$ cat src/rtl/screen_pkg.sv
// Shared screen-rendering definitions.
//   render_state_t : cell_renderer FSM states
//   GLYPH_W        : edge length of the square digit glyph, in pixels
package screen;

  localparam int GLYPH_W = 8;

  typedef enum logic [1:0] {
    IDLE     = 2'd0,
    LOAD_ROW = 2'd1,
    DRAW     = 2'd2,
    DONE     = 2'd3
  } render_state_t;

endpackage

$ cat src/rtl/digit_font_rom.sv
// 8x8 digit font ROM with a registered output (one-cycle latency).
//   clk, rst : clock, asynchronous active-high reset
//   digit    : digit to look up; 1-9 hold glyphs, 0 and 10-15 are blank
//   row      : glyph row, 0 = top
//   bits     : glyph row pixels, bit 7 = leftmost pixel
module digit_font_rom (
  input  logic       clk,
  input  logic       rst,
  input  logic [3:0] digit,
  input  logic [2:0] row,
  output logic [7:0] bits
);

  logic [63:0] glyph;   // row 0 in [63:56]
  logic [7:0]  bits_d;
  logic [7:0]  bits_q;

  always_comb begin
    // NOTE: every always_comb output gets a default first so no path leaves it unassigned (no latch).
    glyph = 64'h0;
    case (digit)
      4'd1:    glyph = 64'h1838_1818_1818_7E00;
      4'd2:    glyph = 64'h3C66_060C_3060_7E00;
      4'd3:    glyph = 64'h3C66_061C_0666_3C00;
      4'd4:    glyph = 64'h0C1C_3C6C_7E0C_0C00;
      4'd5:    glyph = 64'h7E60_7C06_0666_3C00;
      4'd6:    glyph = 64'h3C60_7C66_6666_3C00;
      4'd7:    glyph = 64'h7E06_0C18_3030_3000;
      4'd8:    glyph = 64'h3C66_663C_6666_3C00;
      4'd9:    glyph = 64'h3C66_663E_060C_3800;
      default: glyph = 64'h0;
    endcase
    bits_d = glyph[8*(7-int'(row)) +: 8];
  end

  // NOTE: this is a single output register, not a memory array, so it can take a reset cheaply.
  always_ff @(posedge clk or posedge rst) begin
    if (rst) bits_q <= 8'h00;
    else     bits_q <= bits_d;
  end

  assign bits = bits_q;

endmodule

$ cat src/rtl/cell_renderer.sv
// Rasterises one Sudoku cell into a CELL_PX x CELL_PX tile: top/left border,
// background fill and a centred 8x8 digit glyph, streamed in raster order.
//   clk, rst                       : clock, asynchronous active-high reset
//   start_cell, cell_row/col/data  : render request (sampled only in IDLE)
//   pix_ready                      : downstream accepts the current pixel
//   pix_valid, pix_x/y, pix_color  : registered pixel stream
//   busy                           : tile in progress (LOAD_ROW..DONE)
//   done                           : one-cycle pulse when the tile is complete
module cell_renderer
  import screen::*;
#(
  parameter int          CELL_PX      = 16,
  parameter int          COORD_W      = 9,
  parameter logic [15:0] FG_COLOR     = 16'hFFFF,
  parameter logic [15:0] BG_COLOR     = 16'h0000,
  parameter logic [15:0] BORDER_COLOR = 16'h7BEF
) (
  input  logic               clk,
  input  logic               rst,
  input  logic               start_cell,
  input  logic [3:0]         cell_row,
  input  logic [3:0]         cell_col,
  input  logic [3:0]         cell_data,
  input  logic               pix_ready,
  output logic               pix_valid,
  output logic [COORD_W-1:0] pix_x,
  output logic [COORD_W-1:0] pix_y,
  output logic [15:0]        pix_color,
  output logic               busy,
  output logic               done
);

  localparam int GOFF = (CELL_PX - GLYPH_W) / 2;
  localparam int PX_W = $clog2(CELL_PX);
  localparam logic [PX_W-1:0] LAST = PX_W'(CELL_PX - 1);

  render_state_t      state_q, state_d;
  logic [PX_W-1:0]    px_q, px_d, py_q, py_d;
  logic [3:0]         data_q, data_d;
  logic [COORD_W-1:0] base_x_q, base_x_d, base_y_q, base_y_d;
  logic               pix_valid_q, pix_valid_d;
  logic [COORD_W-1:0] pix_x_q, pix_x_d, pix_y_q, pix_y_d;
  logic [15:0]        pix_color_q, pix_color_d;
  logic [7:0]         glyph_bits;

  // The ROM address depends only on py, which is constant across a DRAW row,
  // so the registered ROM output is valid for the whole row.
  digit_font_rom u_font (
    .clk   (clk),
    .rst   (rst),
    .digit (data_q),
    .row   (3'(int'(py_q) - GOFF)),
    .bits  (glyph_bits)
  );

  function automatic logic [15:0] pick_color(input logic [PX_W-1:0] x,
                                             input logic [PX_W-1:0] y,
                                             input logic [7:0]      bits);
    logic [2:0] k;
    k = 3'(int'(x) - GOFF);
    if (x == '0 || y == '0) return BORDER_COLOR;
    if (int'(x) >= GOFF && int'(x) < GOFF + GLYPH_W &&
        int'(y) >= GOFF && int'(y) < GOFF + GLYPH_W && bits[3'd7 - k])
      return FG_COLOR;
    return BG_COLOR;
  endfunction

  always_comb begin
    state_d     = state_q;
    px_d        = px_q;
    py_d        = py_q;
    data_d      = data_q;
    base_x_d    = base_x_q;
    base_y_d    = base_y_q;
    pix_valid_d = pix_valid_q;
    pix_x_d     = pix_x_q;
    pix_y_d     = pix_y_q;
    pix_color_d = pix_color_q;
    case (state_q)
      IDLE: begin
        if (start_cell) begin
          base_x_d = COORD_W'(cell_col) * COORD_W'(CELL_PX);
          base_y_d = COORD_W'(cell_row) * COORD_W'(CELL_PX);
          data_d   = cell_data;
          px_d     = '0;
          py_d     = '0;
          state_d  = LOAD_ROW;
        end
      end
      LOAD_ROW: begin
        // Column 0 is always border, so the first beat of a row needs no glyph data.
        state_d     = DRAW;
        pix_valid_d = 1'b1;
        pix_x_d     = base_x_q;
        pix_y_d     = base_y_q + COORD_W'(py_q);
        pix_color_d = BORDER_COLOR;
      end
      DRAW: begin
        if (pix_ready) begin
          if (px_q == LAST) begin
            px_d        = '0;
            pix_valid_d = 1'b0;
            if (py_q < LAST) begin
              py_d    = py_q + PX_W'(1);
              state_d = LOAD_ROW;
            end else begin
              state_d = DONE;
            end
          end else begin
            px_d        = px_q + PX_W'(1);
            pix_x_d     = pix_x_q + COORD_W'(1);
            pix_color_d = pick_color(px_q + PX_W'(1), py_q, glyph_bits);
          end
        end
      end
      DONE:    state_d = IDLE;
      default: state_d = IDLE;
    endcase
  end

  // NOTE: sequential state uses non-blocking assignments so all registers update from pre-edge values.
  always_ff @(posedge clk or posedge rst) begin
    if (rst) begin
      state_q     <= IDLE;
      px_q        <= '0;
      py_q        <= '0;
      data_q      <= '0;
      base_x_q    <= '0;
      base_y_q    <= '0;
      pix_valid_q <= 1'b0;
      pix_x_q     <= '0;
      pix_y_q     <= '0;
      pix_color_q <= '0;
    end else begin
      state_q     <= state_d;
      px_q        <= px_d;
      py_q        <= py_d;
      data_q      <= data_d;
      base_x_q    <= base_x_d;
      base_y_q    <= base_y_d;
      pix_valid_q <= pix_valid_d;
      pix_x_q     <= pix_x_d;
      pix_y_q     <= pix_y_d;
      pix_color_q <= pix_color_d;
    end
  end

  assign pix_valid = pix_valid_q;
  assign pix_x     = pix_x_q;
  assign pix_y     = pix_y_q;
  assign pix_color = pix_color_q;
  assign busy      = (state_q != IDLE);
  assign done      = (state_q == DONE);

endmodule

$ cat config.mk
export PLATFORM = sky130hd
export DESIGN_NAME = cell_renderer
export DESIGN_NICKNAME = d
export VERILOG_FILES = /design/src/rtl/screen_pkg.sv /design/src/rtl/digit_font_rom.sv /design/src/rtl/cell_renderer.sv
export SDC_FILE = /design/constraint.sdc
export NUM_CORES = 1
export LEC_CHECK = 0
export CORE_UTILIZATION = 45
export DETAILED_ROUTE_END_ITERATION = 8
export PLACE_DENSITY_LB_ADDON = 0.12
export SLEW_MARGIN = 20
export SYNTH_ARGS = -nofsm -noshare
export SYNTH_HDL_FRONTEND = slang
export SYNTH_SLANG_ARGS = --single-unit
$ cat constraint.sdc
create_clock -name clk -period 1.79 [get_ports clk]
set_input_delay 0.358 -clock clk [delete_from_list [all_inputs] [get_ports clk]]
set_output_delay 0.358 -clock clk [all_outputs]
set_load 0.1 [all_outputs]
# --- After elaboration in Yosys (flattened, before gate mapping) ---
# Memory sizes are Yosys's and may differ from the RTL's.
# Cells that the tools add are included.
# W data, S select, Z words.
word_totals:
  reg_bits: 65
  latch_bits: 0
  mem_bits_rw: 0
  romBits: 672
  inputBits: 16
  out_inout_bits: 37
  wordCells: 90
  memories: 1
op_classes:
  add_sub_neg: 8
  n_mul: 0
  div: 0
  magnitude_cmp: 6
  n_eq_ne: 9
  shift: 1
  muxes: 37
  bitwise_logic: 0
  reduce_logical: 17
mem_list:
  columns: ["name", "depth", "word_bits", "read_ports", "rd_ports_with_merged_regs", "wr", "line_no", "text"]
  rows:
  - ["(no name shown)", 16, 42, 1, 0, 0, "digit_font_rom.sv:21", "case (digit)"]
op_table:
  columns: ["cell", "count"]
  rows:
  - ["$mux W16", 6]
  - ["$shiftx A64 B32 Y8", 1]
  - ["$pmux W16 S2", 1]
  - ["$mux W4", 6]
  - ["$mux W9", 2]
  - ["$pmux W9 S2", 1]
  - ["$pmux W4 S2", 2]
  - ["$lt A4 B4 Y1 const B", 3]
  - ["$mux W1", 12]
  - ["$reduce_and A3 Y1", 4]
  - ["$ne A2 B2 Y1 const B", 5]
  - ["$add A8 B4 Y9", 1]
  - ["$add A9 B1 Y9 const B", 1]
  - ["$add A4 B1 Y4 const B", 2]
  - ["$ge A4 B3 Y1 const B", 2]
  - ["$logic_not A4 Y1", 2]
  - ["$mux W2", 4]
  - ["$pmux W2 S4", 1]
  - ["$reduce_bool A2 Y1", 3]
  - ["$sub A3 B3 Y3 const B", 2]
  - ["$reduce_and A5 Y1", 1]
  - ["$eq A2 B2 Y1 const B", 2]
  - ["$eq A4 B4 Y1 const B", 1]
  - ["$logic_and A1 B1 Y1", 4]
  - ["9 further kinds", 9]

# --- Logic depth before layout (Yosys ltp) ---
logic_depth:
  ltp_word: 16
  depth_mapped: 8
  depth_no_buf: 7

# --- By module ---
# A second synthesis with hierarchy kept.
hier_totals:
  cells_unflattened: 349
  area_unflattened_um2: 3105.5
modules_own_cells:
  columns: ["module", "instances", "cells_per_inst", "area_per_inst_um2", "seq_area_each_um2"]
  rows:
  - ["cell_renderer", 1, 215, 2163.3, 1051.0]
  - ["digit_font_rom", 1, 134, 942.2, 150.1]

# --- Worst setup path before layout ---
# No wires, ideal clock.
synth_timing:
  kind: "reg2reg"
  from: "reg pix_x_q[0] (netlist: pix_x[0])"
  to: "reg pix_x_q[8] (netlist: pix_x[8])"
  setup_ps: 131
  t_arrival_ps: 1960
  t_required_ps: 1659
  path_slack_ps: -301
  path_stages_with_launch: 6
  path_buffers: 0
  synth_period_minus_slack_ps: 2091
  path_cell_list: "dfrtp_1 > ha_1 > nand3_1 > nor4_1 > xnor2_1 > nor2_1"
synth_via:
  elab_chain_len: 4
synth_rtl:
  columns: ["item", "line_no", "text"]
  rows:
  - ["from (decl)", "cell_renderer.sv:42", "logic [COORD_W-1:0] pix_x_q, pix_x_d, pix_y_q, pix_y_d;"]
  - ["from (signal assigned)", "cell_renderer.sv:142", "pix_x_q <= pix_x_d;"]
  - ["$add A9 B1 Y9", "cell_renderer.sv:111", "pix_x_d = pix_x_q + COORD_W'(1);"]
  - ["$mux W9", "cell_renderer.sv:100", "if (px_q == LAST) begin"]
  - ["$mux W9", "cell_renderer.sv:99", "if (pix_ready) begin"]
  - ["$pmux W9 S2", "cell_renderer.sv:79", "case (state_q)"]
# No other way between the ends. The select of a mux whose other input is x is not followed.
# A chain may end at the register's enable or synchronous reset.

# --- Worst setup path after layout ---
layout_timing:
  from: "reg px_q[0]"
  to: "reg pix_color_q[14] (netlist: pix_color[14])"
layout_via:
  elab_chain_len: 16
  word_cells_on_any_way: 31
  classes_between: "3 x add/sub; 2 x order compare; 2 x eq/ne; 17 x mux; 7 x reduce/logical"
layout_rtl:
  columns: ["item", "line_no", "text"]
  rows:
  - ["from (decl)", "cell_renderer.sv:38", "logic [PX_W-1:0] px_q, px_d, py_q, py_d;"]
  - ["from (signal assigned)", "cell_renderer.sv:136", "px_q <= px_d;"]
  - ["$add A4 B1 Y4", "cell_renderer.sv:112", "pix_color_d = pick_color(px_q + PX_W'(1), py_q, glyph_bits);"]
  - ["$sub A3 B3 Y3 (tied with other cells)", "cell_renderer.sv:60", "k = 3'(int'(x) - GOFF);"]
  - ["$sub A3 B3 Y3 / $logic_and A1 B1 Y1 (equally long branches)", "cell_renderer.sv:63, cell_renderer.sv:62", null]
  - ["$bmux W1 S3 / $logic_and A1 B1 Y1 (equally long branches)", "cell_renderer.sv:63, cell_renderer.sv:62", null]
  - ["$mux W1 (implied by the code) / $logic_and A1 B1 Y1 (equally long branches)", "cell_renderer.sv:63", "int'(y) >= GOFF && int'(y) < GOFF + GLYPH_W && bits[3'd7 - k])"]
  - ["$logic_and A1 B1 Y1", "cell_renderer.sv:63", null]
  - ["$mux W1 (2 in series)", "cell_renderer.sv:62", "if (int'(x) >= GOFF && int'(x) < GOFF + GLYPH_W &&"]
  - ["$mux W1", "cell_renderer.sv:100", null]
  - ["$mux W1", "cell_renderer.sv:99", null]
  - ["$mux W1", "cell_renderer.sv:79", null]
  - ["$mux W16", "cell_renderer.sv:65", "return BG_COLOR;"]
  - ["$mux W16", "cell_renderer.sv:62", null]
  - ["$mux W16", "cell_renderer.sv:100", null]
  - ["$mux W16", "cell_renderer.sv:99", null]
  - ["$pmux W16 S2", "cell_renderer.sv:79", null]
  - ["to (signal assigned)", "cell_renderer.sv:144", "pix_color_q <= pix_color_d;"]
  - ["to (decl)", "cell_renderer.sv:43", "logic [15:0] pix_color_q, pix_color_d;"]
# Several ways; a longest one is shown, not always the timed one. The select of a mux whose other input is x is not followed.

==> impl_metrics.yaml <==
run_status:
  outcome: "complete, but fails checks"
  failing_checks: "DRC, setup timing"
setup_path:
  cp_num_buf_inv: 0
  max_stage_delay_ps: 420
  worst-endpoint-arrival_ps: 2070
  path_cells: "ha_4 > mux2_4 > o211a_1 > a2111o_1 > nand3b_1 > a21oi_1"
  worst_ep_required_time_ps: 1970
  criticalPathCategory: "reg2reg"
  master_of_the_slowest_instance_on_the_critical_path: "dfrtp_1"
  path_max_fanout: 2
  crit_path_start_kind: "register"
  cp_top_family: "compound AO/OA/AOI/OAI gates"
  endpoint_kind: "register"
global_routing:
  number_of_global_route_vias_before_repair: 2551
  grt_remaining_overflow: 0
  antenna_found_initial: 0
  grt_pass1_wl_mm: 12.54
  pin_count_of_the_biggest_net_entering_global_routing: 49
  gr-usage-all-layers: 0.2202
timing:
  clock_skew_ps: 10.42
  layout_setup_ws_ps: -99.08
  timing_limited_maximum_frequency_mhz: 529.4
  finalHoldViolations: 0
  hold_ws_ps: 412.3
  final_min_period_over_clock_period: 1.055
  finalWorstPathRequiredPeriod_ps: 1889
  drv_slew: 0
  rsz0062_at_grt: "true"
  final-setup-viol-count: 3
place:
  finalWeightedCongestion: 0.9226
  dp_worst_setup_slack_ps: -104.5
  dp_hpwl_mm: 5.325
  buffers_on_ports: 51
route:
  detail-route-antenna-nets: 0
  route.detailed.wl_per_inst_microns: 15.02
  routed-via-count: 2679
  number_of_remaining_drc_errors: 12
  drt_iter0_drc: 230
  wire_length_after_detailed_routing_mm: 7.285
  drt-vias-per-instance: 5.524
  detailedRoute.firstPassIterationCount: 7
floorplan:
  io_pins: 53
  chipWidth_microns: 84.10
  die_y_microns: 84.10
  core_area_sq_mm: 0.006422
  start_util: 0.4722
  floorplan.die_area_sq_mm: 0.007072
  number_of_placement_rows: 29
layout:
  antennaDiodeCount: 0
  layout-area-overhead-vs-synth_pct: 45.26
  post_route_cells_drive_above_1_share: 0.3260
  layout.core_utilization: 0.6860
  layout.nets: 433
cts:
  cts_hold_buffers: 0
  numCtsBuffers: 5
  worst_skew_pair.late_latency_ps: 300
  cts_root_buf: "clkbuf_8"
  cts.path.max_buffers: 2
  cts_htree_levels: 2
  register_clock_pin_slew_on_the_reported_worst_setup_and_hold_paths_ps: 100
  sinks_on_the_clock_net: 48
  cts_tree: "yes"
yosys:
  ys_dominant_reg_cell: "dfrtp_1"
  synthDominantCellAreaShare: 0.3960
  synth_fp_nets: 373
  ys_warn_count: 0
  synth_async_sr_flop_share: 1.000
  netlist_area_sq_mm: 0.003033
  yosys.area.top_type: "dfrtp_1"
  synth-seq-area-share: 0.3960
  ys_seq_elements: 48
  synth_enable_flop_cells: 0
  synth_top_cells_by_area: "dfrtp_1 40%, nand2_1 6.3%, buf_4 5.4%"
  synth_cells: 347
  yosysUniqueCellTypes: 55
  syn-mean-instance-area_sq_um: 8.740
worst_hold_path:
  min_path_type: "in2async"
job:
  maxCapViolCount: 0
-- routing by layer --
| layer | vias up | global-route usage | share of wire | wire [microns] |
|---|---|---|---|---|
| met4 | 0 | 0.06583 | 0.014 | 104 |
| met5 | - | 0 | 0 | 0 |
| met2 | 85 | 0.3644 | 0.49 | 3562 |
| li1 | 1331 | - | - | - |
| met1 | 1253 | 0.2951 | 0.45 | 3297 |
| met3 | 10 | 0.03858 | 0.044 | 321 |
-- registers in the layout (all words and copies together), names as in the netlist, 2 cells and up --
name and flops:
u_font.bits 6, px_q 4, base_y_q 4, py_q 4, base_x_q 4, data_q 4
pix_y 8, pix_x 9, pix_color 2, state_q 2
-- logic make-up after synthesis --
| kind of cell | after synthesis | synth area share |
|---|---|---|
| buf+inv | 48 | 0.08869 |
| other cells | 1 | 0.001236 |
| compound gates | 89 | 0.1939 |
| mux | 14 | 0.05198 |
| xor+xnor | 11 | 0.03177 |
| flops | 48 | 0.3960 |
| simple gates | 126 | 0.1951 |
| fa+ha+maj | 10 | 0.04125 |
-- worst paths after layout --
path / cells after the start / from / to / slack, ps
max in group asynchronous: 3 / rst / pix_color[14] / 1140
hold / removal: 3 / rst / pix_y[4] / 410
setup / recovery: 6 / px_q[0] / pix_color[14] / -100
setup reg to reg: 6 / px_q[0] / pix_color[14] / -100
min in group clk: 2 / base_y_q[7] / pix_y[7] / 470
hold reg to reg: 2 / base_y_q[7] / pix_y[7] / 470
-- cells in the mapped netlist, types with 9 or more instances --
cell type,instances
dfrtp_1,48
mux2_2,10
ha_1,10
buf_4,22
nand3_1,14
clkbuf_1,9
nand2_1,51
o21ai_0,22
inv_1,10
nor2_1,23
a21oi_1,22
-- layout by cell type, fill, tap and decap left out, types with 3 or more instances in the layout --
| cell type | n |
|---|---|
| nand2_1 | 49 |
| dfrtp_1 | 42 |
| buf_12 | 40 |
| buf_4 | 32 |
| nor2_1 | 22 |
| o21ai_0 | 21 |
| a21oi_1 | 18 |
| clkdlybuf4s50_1 | 15 |
| nand3_1 | 12 |
| mux2_2 | 10 |
| inv_1 | 8 |
| xnor2_1 | 8 |
| nand2b_1 | 7 |
| ha_1 | 7 |
| a31oi_1 | 6 |
| o211ai_1 | 6 |
| nor3_1 | 6 |
| dfrtp_2 | 6 |
| nor2b_1 | 5 |
| a221o_1 | 5 |
| clkbuf_8 | 5 |
| a21oi_2 | 4 |
| mux2i_1 | 3 |
| and3_1 | 3 |
| xor2_1 | 3 |
| a221oi_1 | 3 |
| buf_6 | 3 |
-- worst register-to-register path, delay by kind of cell (launching register included) --
family / cells / cell delay (ps)
compound gates: 3 / 640
fa+ha+maj: 1 / 290
flops: 1 / 420
mux: 1 / 300
simple gates: 1 / 110
-- per-stage QoR --
step                      std cells  setup TNS (ps)  area (sq um)
after floorplan                 347          -114.2          3063
after global placement          473          -246.1          4114
after detailed placement        473          -460.7          4114
after CTS                       481          -239.2          4249
after global routing            485          -437.4          4405
final                           485          -197.2          4405
-- cell type report --
cell class | count | area [sq um]
clock buffers | 5 | 68.82
clock inverters | 3 | 46.29
fillers | 477 | 2017
inverters | 11 | 41.29
multi-input cells | 251 | 1719
flip-flops and latches | 48 | 1209
well taps | 77 | 96.34
repair buffers | 90 | 1225
-- what timing repair did --
item / in CTS / in global routing
buffers inserted: 0 / 4
endpoints found under the setup margin: 9 / 18
resized for setup: 6 / 26
pin swaps: 1 / 12
Power is not shown: default switching activity piles up to over one toggle a cycle in this logic, so the estimate is an artifact.
